--- src/rtl/nmi_pkg.sv ---
// Shared NMI types and constants for the native memory interface arbiter.
package nmi_pkg;

   localparam int NMI_ADDR_W = 32;
   localparam int NMI_DATA_W = 32;
   localparam int NMI_STRB_W = 4;

   localparam logic [NMI_DATA_W-1:0] NMI_TIMEOUT_RDATA = 32'hDEAD_BEEF;

   typedef enum logic [1:0] {
      IDLE,
      BUSY,
      GAP
   } arb_state_e;

endpackage

--- src/rtl/rr_arbiter.sv ---
// Combinational round-robin picker: the first requester after last_grant_i wins,
// wrapping around, with last_grant_i itself lowest priority.
module rr_arbiter #(
   parameter int NUM_MSTR = 4
) (
   input  logic [NUM_MSTR-1:0]         req_i,
   input  logic [$clog2(NUM_MSTR)-1:0] last_grant_i,
   output logic [$clog2(NUM_MSTR)-1:0] grant_o,
   output logic                        any_req_o
);

   localparam int IDX_W = $clog2(NUM_MSTR);

   logic [IDX_W-1:0] candIdx;
   int               slot;

   // Walk from the farthest offset back to the nearest so the nearest requester wins.
   always_comb begin
      grant_o   = '0;
      any_req_o = |req_i;
      candIdx   = '0;
      slot      = 0;
      for (int i = NUM_MSTR; i >= 1; i--) begin
         slot = int'(last_grant_i) + i;
         if (slot >= NUM_MSTR) begin
            slot = slot - NUM_MSTR;
         end
         candIdx = IDX_W'(slot);
         if (req_i[candIdx]) begin
            grant_o = candIdx;
         end
      end
   end

endmodule

--- src/rtl/nmi_arbiter.sv ---
// N-to-1 NMI initiator arbiter with round-robin grant held until slave ready.
// Optional watchdog enabled by defining NMI_ARB_TIMEOUT_EN (adds timeout_o).
module nmi_arbiter
   import nmi_pkg::*;
#(
   parameter int NUM_MSTR    = 4,
   parameter int TIMEOUT_CYC = 1024
) (
   input  logic                           clk_i,
   input  logic                           rst_i,
   input  logic [NUM_MSTR-1:0]            mstr_valid_i,
   input  logic [NUM_MSTR*NMI_ADDR_W-1:0] mstr_addr_i,
   input  logic [NUM_MSTR*NMI_DATA_W-1:0] mstr_wdata_i,
   input  logic [NUM_MSTR*NMI_STRB_W-1:0] mstr_wstrb_i,
   output logic [NMI_DATA_W-1:0]          mstr_rdata_o,
   output logic [NUM_MSTR-1:0]            mstr_ready_o,
   output logic                           slv_valid_o,
   output logic [NMI_ADDR_W-1:0]          slv_addr_o,
   output logic [NMI_DATA_W-1:0]          slv_wdata_o,
   output logic [NMI_STRB_W-1:0]          slv_wstrb_o,
   input  logic [NMI_DATA_W-1:0]          slv_rdata_i,
   input  logic                           slv_ready_i,
   output logic [$clog2(NUM_MSTR)-1:0]    grant_o,
   output logic                           busy_o
`ifdef NMI_ARB_TIMEOUT_EN
   ,
   output logic                           timeout_o
`endif
);

   localparam int IDX_W = $clog2(NUM_MSTR);

   if (NUM_MSTR < 2 || NUM_MSTR > 8 || TIMEOUT_CYC < 2) begin : g_bad_params
      $error("nmi_arbiter: NUM_MSTR must be 2..8 and TIMEOUT_CYC at least 2");
   end

   arb_state_e       state_q, state_d;
   logic [IDX_W-1:0] grant_q, grant_d;
   logic [IDX_W-1:0] lastGrant_q, lastGrant_d;
   logic [IDX_W-1:0] rrGrant;
   logic             anyReq;

   logic [NMI_ADDR_W-1:0] mstrAddr  [NUM_MSTR];
   logic [NMI_DATA_W-1:0] mstrWdata [NUM_MSTR];
   logic [NMI_STRB_W-1:0] mstrWstrb [NUM_MSTR];

`ifdef NMI_ARB_TIMEOUT_EN
   localparam int CNT_W = $clog2(TIMEOUT_CYC);

   logic [CNT_W-1:0] cnt_q, cnt_d;
   logic             timeout_q, timeout_d;

   assign timeout_o = timeout_q;
`endif

   rr_arbiter #(
      .NUM_MSTR (NUM_MSTR)
   ) u_rr (
      .req_i        (mstr_valid_i),
      .last_grant_i (lastGrant_q),
      .grant_o      (rrGrant),
      .any_req_o    (anyReq)
   );

   always_comb begin
      for (int k = 0; k < NUM_MSTR; k++) begin
         mstrAddr[k]  = mstr_addr_i[k*NMI_ADDR_W +: NMI_ADDR_W];
         mstrWdata[k] = mstr_wdata_i[k*NMI_DATA_W +: NMI_DATA_W];
         mstrWstrb[k] = mstr_wstrb_i[k*NMI_STRB_W +: NMI_STRB_W];
      end
   end

   assign grant_o = grant_q;
   assign busy_o  = (state_q == BUSY);

   // The granted master's valid alone decides between completion and abort;
   // a ready seen while that valid is low does not count.
   always_comb begin
      state_d      = state_q;
      grant_d      = grant_q;
      lastGrant_d  = lastGrant_q;
      slv_valid_o  = 1'b0;
      slv_addr_o   = '0;
      slv_wdata_o  = '0;
      slv_wstrb_o  = '0;
      mstr_ready_o = '0;
      mstr_rdata_o = '0;
`ifdef NMI_ARB_TIMEOUT_EN
      cnt_d        = '0;
      timeout_d    = timeout_q;
`endif
      unique case (state_q)
         IDLE: begin
            if (anyReq) begin
               grant_d = rrGrant;
               state_d = BUSY;
            end
         end
         BUSY: begin
            slv_valid_o = mstr_valid_i[grant_q];
            slv_addr_o  = mstrAddr[grant_q];
            slv_wdata_o = mstrWdata[grant_q];
            slv_wstrb_o = mstrWstrb[grant_q];
`ifdef NMI_ARB_TIMEOUT_EN
            cnt_d       = cnt_q + CNT_W'(1);
`endif
            if (mstr_valid_i[grant_q] && slv_ready_i) begin
               mstr_ready_o[grant_q] = 1'b1;
               mstr_rdata_o          = slv_rdata_i;
               lastGrant_d           = grant_q;
               state_d               = GAP;
            end else if (!mstr_valid_i[grant_q]) begin
               lastGrant_d = grant_q;
               state_d     = IDLE;
`ifdef NMI_ARB_TIMEOUT_EN
            end else if (cnt_q == CNT_W'(TIMEOUT_CYC - 1)) begin
               slv_valid_o           = 1'b0;
               mstr_ready_o[grant_q] = 1'b1;
               mstr_rdata_o          = NMI_TIMEOUT_RDATA;
               timeout_d             = 1'b1;
               lastGrant_d           = grant_q;
               state_d               = GAP;
`endif
            end
         end
         GAP: begin
            state_d = IDLE;
         end
         default: begin
            state_d = IDLE;
         end
      endcase
   end

   // Last grant resets to the top index so master 0 wins the first arbitration.
   always_ff @(posedge clk_i) begin
      if (rst_i) begin
         state_q     <= IDLE;
         grant_q     <= '0;
         lastGrant_q <= IDX_W'(NUM_MSTR - 1);
`ifdef NMI_ARB_TIMEOUT_EN
         cnt_q       <= '0;
         timeout_q   <= 1'b0;
`endif
      end else begin
         state_q     <= state_d;
         grant_q     <= grant_d;
         lastGrant_q <= lastGrant_d;
`ifdef NMI_ARB_TIMEOUT_EN
         cnt_q       <= cnt_d;
         timeout_q   <= timeout_d;
`endif
      end
   end

endmodule

--- config.mk ---
export PLATFORM = sky130hd
export DESIGN_NAME = nmi_arbiter
export DESIGN_NICKNAME = d
export VERILOG_FILES = /design/src/rtl/nmi_pkg.sv /design/src/rtl/rr_arbiter.sv /design/src/rtl/nmi_arbiter.sv
export SDC_FILE = /design/constraint.sdc
export NUM_CORES = 1
export LEC_CHECK = 0
export CORE_AREA = 2 2 162 164
export CTS_CLUSTER_DIAMETER = 150
export DETAILED_ROUTE_END_ITERATION = 10
export DIE_AREA = 0 0 164 166
export SETUP_SLACK_MARGIN = 0.5
export SLEW_MARGIN = 15
export SYNTH_ARGS = -nofsm -noshare
export SYNTH_HDL_FRONTEND = slang
export SYNTH_SLANG_ARGS = --single-unit
--- constraint.sdc ---
create_clock -name clk_i -period 3.1 [get_ports clk_i]
set_input_delay 0.775 -clock clk_i [delete_from_list [all_inputs] [get_ports clk_i]]
set_output_delay 0.775 -clock clk_i [all_outputs]
set_load 0.05 [all_outputs]
==> results of run 1 <==
## stage by stage
step | area, um^2 | util, % | setup WS [ps] | instances
global placement | 7670 | 29.9 | -163 | 985
CTS | 8480 | 33.1 | 385 | 1008
global route | 8630 | 33.7 | 373 | 1012
finish | 8630 | 33.7 | 422 | 1012
detailed placement | 7670 | 29.9 | -182 | 985
floorplan | 2880 | - | 487 | 246
## what timing repair did
item | CTS | global route
cloned | 11 | 2
setup buffers | 8 | 2
resized for setup | 543 | 35
pin swaps | 40 | 6
endpoints found under the setup margin | 105 | 84
## tightest hold or removal path, delay by kind of cell, from the launching register on
family,cells,cell delay [ps]
AO/OA/AOI/OAI,2,120
flip-flops,1,310
AND/OR/NAND/NOR,1,50
## how the worst max path moves through the flow
stage / from / end / slack (ps) / cells past startpoint
after global placement: mstr_valid_i[3] / mstr_ready_o[1] / -160 / 6
after floorplan: mstr_valid_i[3] / mstr_ready_o[0] / 490 / 4
after detailed placement: mstr_valid_i[3] / mstr_ready_o[1] / -180 / 6
after CTS: mstr_valid_i[2] / mstr_ready_o[3] / 390 / 6
final: mstr_valid_i[2] / mstr_ready_o[3] / 420 / 6
after global routing: grant_o[0] / mstr_ready_o[0] / 370 / 6
## per-layer routing
metal / share of wire [%] / wire, um / track usage, % / vias to the layer above
li1: - / - / - / 1840
met1: 38 / 7410 / 16.4 / 1989
met2: 51 / 10000 / 24.3 / 222
met3: 9.7 / 1910 / 3.35 / 15
met4: 1.2 / 229 / 1.87 / 2
met5: 0.061 / 12 / 0 / -
## report_power, final
part	switching (mW)	internal, mW	total, mW
logic	0.936	1.10	2.03
clock network	0.0523	0.171	0.224
registers	0.0128	0.0865	0.0993
## cell families after synthesis
kind of cell,count (synthesis),synth area share (%)
AND/OR/NAND/NOR,116,28.2
AO/OA/AOI/OAI,20,5.20
multiplexers,71,54.7
buffers and inverters,33,7.74
flip-flops,6,4.20
## layout by cell type, fill, tap and decap left out, types with 3 or more instances in the layout
cell type        instances
clkbuf_16                5
mux4_2                  68
nand2_1                  3
buf_6                    5
and2_4                 100
inv_1                    4
dlygate4sd2_1          230
a21oi_1                  6
o211ai_1                 4
clkdlybuf4s50_1         34
clkdlybuf4s15_1         41
buf_12                  50
buf_16                   5
o211a_4                  8
dfxtp_1                  4
buf_4                   12
buf_8                   66
## flip-flops by register name, summed over array words and instances, names as in the netlist
| name | flops |
|---|---|
| grant_o | 2 |
| lastGrant_q | 2 |
| state_q | 2 |
## area by class of cell
cell class | instances | area, um^2
Fill cell | 2641 | 17000
Timing Repair Buffer | 447 | 5110
Multi-Input combinational cell | 215 | 2870
Tap cell | 335 | 419
Sequential cell | 6 | 128
Clock buffer | 4 | 78.8
Inverter | 5 | 18.8
==> reports/metrics.cfg, run 1 <==
[clocking]
clk_pin_slew_ps = 40
insertion_delay_ps = 230
clockRootBuffer = clkbuf_16
cts_tree = yes
holdBufCountCts = 0
numCtsBuffers = 3
cts_htree_levels = 1
clock_sinks = 6
cts.path.max_buffers = 2

[setup_path]
path_buf_inv = 2
r2r_cells = 6
crit_chain = buf_8 > mux2i_4 > and2b_4 > o211a_4 > and3_4 > buf_12
reg2reg_from = grant_o[0]
startpoint_type = primary input
cpLargestDelayFamily = simple AND/OR/NAND/NOR gates
worst-setup-path-type = in -> out
cp.arrival_ps = 1900
timing.rr.end = state_q[0]
required_ps = 2320
slowest_delay_ps = 270
crit_path_end_kind = primary output
path_max_fanout = 5
slowest_stage = o211a_4
r2r_slack_ps = 1490

[synthesis]
syn_inst = 246
ys_async_sr_fraction_pct = 0
yosysMostFrequentCell = and2_1
ys_warn_count = 0
synth-edff-count = 0
synth_seq_area_share_pct = 4.20
synth-seq-cells = 6
synth_top_area_cell = mux4_2
netlist_top_cells_count = and2_1 (70), mux4_2 (68), and2_4 (30), clkbuf_1 (10), buf_6 (7)
synth_ff_type = dfxtp_1
syn_area_mm2 = 0.00286
syn_avg_cell_area_um2 = 11.6
synth_top_area_share_pct = 53.5
synthDistinctLibCells = 34
syn-num-nets = 557
synth.area.top_cells = mux4_2 (54%), and2_1 (15%), and2_4 (9.2%)

[detailed_routing]
first_pass_iters = 4
wirelength_um = 19600
avgViaCountPerCell = 4.02
num_vias = 4068
drc_errors = 0
wl_per_cell_um = 19.4
ant_nets = 0
drt_iter0_drc = 151

[hold_path]
hp-class = reg -> reg
min_from = state_q[1]
hold-path-endpoint = grant_o[1]
hold_depth = 3

[global_routing]
antenna_found_initial = 1
grt_pass1_vias = 4309
grt_max_degree = 47
grt_usage_pct = 13.5
grt_pass1_wl_um = 27800
grt_overflow = 0

[floorplanning]
fp.dieW_um = 164
die_area_mm2 = 0.0272
design.core.area_mm2 = 0.0256
die_h_um = 166
ios = 419
row_count = 59
start_util_pct = 11.2

[finish]
drive_gt1_share_pct = 49.2
diodes = 0
area_growth_pct = 201
nets = 989

[sta]
hold_violations = 0
slew_headroom_pct = 54.4
rsz0062_at_grt = true
finClkSkew_ps = 1.27
setup_viol = 0
fin_setup_tns_ps = 0
maxSlewViolCount = 0
holdWs_ps = 532
worst_pin_slew_ps = 674
clock.fmax_mhz = 373
fin_crit_sh_pct = 86.4
min_period_ps = 2680

[power_and_ir_drop]
ir_drop_v = 0.000204
finalPower_mw = 2.35
leakage_nw = 3.69
power_density_mw_per_mm2 = 273

[job]
maxCapViolCount = 0

[place]
gp_congestion = 0.843
hpwl_um = 15100
io_buffers = 418

[status]
status = completed

Power figures use the tool's default switching activity.
==> inputs of run 2 (changes only) <==
Settings changed: PLACE_DENSITY_LB_ADDON from default to 0.08.
==> run 2 against run 1 <==
Net effect:
- critical path depth grew 1
- final area shrank 0.77%
- global-route usage grew 1.2 points
- sequential share of layout area is essentially flat
- first-iteration DRC count shrank 35%
- die area is the same
- clock skew shrank 0.87 ps
- combinational power is essentially flat
- worst setup slack lost 150 ps
- sequential cell count is the same
- via count shrank 2.8%
- cell count grew 0.30%
- largest cell class unchanged
==> reports/metrics.cfg, run 2 (synthesis results as in run 1) <==
[status]
status = completed

[global_routing]
grt_max_degree = 40
grt_overflow = 0
grt_pass1_vias = 4363
grt_usage_pct = 14.7
antenna_found_initial = 3
grt_pass1_wl_um = 29500

[power_and_ir_drop]
finalPower_mw = 2.32
ir_drop_v = 0.000177
leakage_nw = 3.71
pwr-share-comb_pct = 86.0
p_switching_uw = 970
clkPwrFrac_pct = 9.3
swShare_pct = 41.8
power_density_mw_per_mm2 = 271
seqPwrFrac_pct = 4.7
intPower_mw = 1.35

[sta]
finClkSkew_ps = 0.402
fin_crit_sh_pct = 91.1
fin_setup_tns_ps = 0
rsz0062_at_grt = true
worst_pin_slew_ps = 572
slew_headroom_pct = 61.8
clock.fmax_mhz = 354
min_period_ps = 2820
holdWs_ps = 567
hold_violations = 0
setup_viol = 0
maxSlewViolCount = 0

[floorplanning]
fp.dieW_um = 164
design.core.area_mm2 = 0.0256
die_area_mm2 = 0.0272
row_count = 59
ios = 419
die_h_um = 166
start_util_pct = 11.2

[finish]
final_common_cell = dlygate4sd2_1
final_cell_mix = dlygate4sd2_1 (265), and2_4 (100), mux4_2 (68)
area_growth_pct = 199
nets = 989
nFillCells = 2642
final_util_pct = 33.4
drive_gt1_share_pct = 48.4

[detailed_routing]
drc_errors = 0
wirelength_um = 21300
ant_nets = 0
first_pass_iters = 4
avgViaCountPerCell = 3.90
num_vias = 3955
drt_iter0_drc = 98
wl_per_cell_um = 21.0

[clocking]
clock_sinks = 6
clk_pin_slew_ps = 40
cts_tree = yes
numCtsBuffers = 3
insertion_delay_ps = 230
cts.path.max_buffers = 2
clockRootBuffer = clkbuf_16
cts_htree_levels = 1

[setup_path]
startpoint_type = primary input
cp.arrival_ps = 2050
required_ps = 2320
crit_path_end_kind = primary output
path_max_fanout = 7
worst-setup-path-type = in -> out
r2r_slack_ps = 1500

[place]
gp_congestion = 0.812
io_buffers = 418
hpwl_um = 16800

[hold_path]
hp-class = reg -> reg

[job]
maxCapViolCount = 0

==> run 2: power groups by stage <==
stage / logic, mW / registers (mW) / clock network (mW)
after floorplan: 0.944 / 0.104 / 0
after global placement: 1.67 / 0.118 / 0
after detailed placement: 1.68 / 0.116 / 0
after CTS: 1.99 / 0.109 / 0.220
after global routing: 2.10 / 0.111 / 0.227
final: 2.00 / 0.109 / 0.217
==> run 2: worst max-delay path: stages <==
cell and delay (ps):
buf_6 100, mux2i_2 160, and2b_1 230, o211a_4 300, buf_12 150, and3_4 180, buf_12 140
==> run 2: metrics by stage <==
step           instance area [um^2]  instances  worst slack, ps
3_5_place_dp                   7660        988             -100
4_1_cts                        8460       1008              261
5_1_grt                        8560       1015              231
3_3_place_gp                   7660        988             -103
6_report                       8560       1015              276
2_1_floorplan                  2880        246              487
==> run 2: worst paths after layout <==
check                          to            start  cells past startpoint
setup / recovery  mstr_ready_o[2]  mstr_valid_i[3]                      7
hold / removal         grant_o[1]       state_q[1]                      3
setup reg to reg       state_q[1]       grant_o[0]                      6
hold reg to reg        grant_o[1]       state_q[1]                      3
==> run 2: repair_timing <==
action	in CTS	in global routing
pin swaps	15	2
setup endpoints to repair	106	87
resized for setup	517	9
gates cloned	9	2
hold buffers	0	0
buffers inserted	7	2
==> run 2: per-layer routing <==
metal,vias to the layer above,track usage (%),wire [um]
li1,1826,-,-
met1,1934,16.0,7720
met2,189,30.1,12200
met3,6,2.27,1330
met4,0,0.992,36
met5,-,0,0
==> run 2: cell type report <==
type,instances,area [um^2],area share [%]
Inverter,5,18.8,0.219
Multi-Input combinational cell,207,2730,31.9
Sequential cell,6,128,1.49
Tap cell,335,419,4.90
Timing Repair Buffer,455,5180,60.5
Clock buffer,4,78.8,0.921
Antenna cell,3,7.51,0.0877
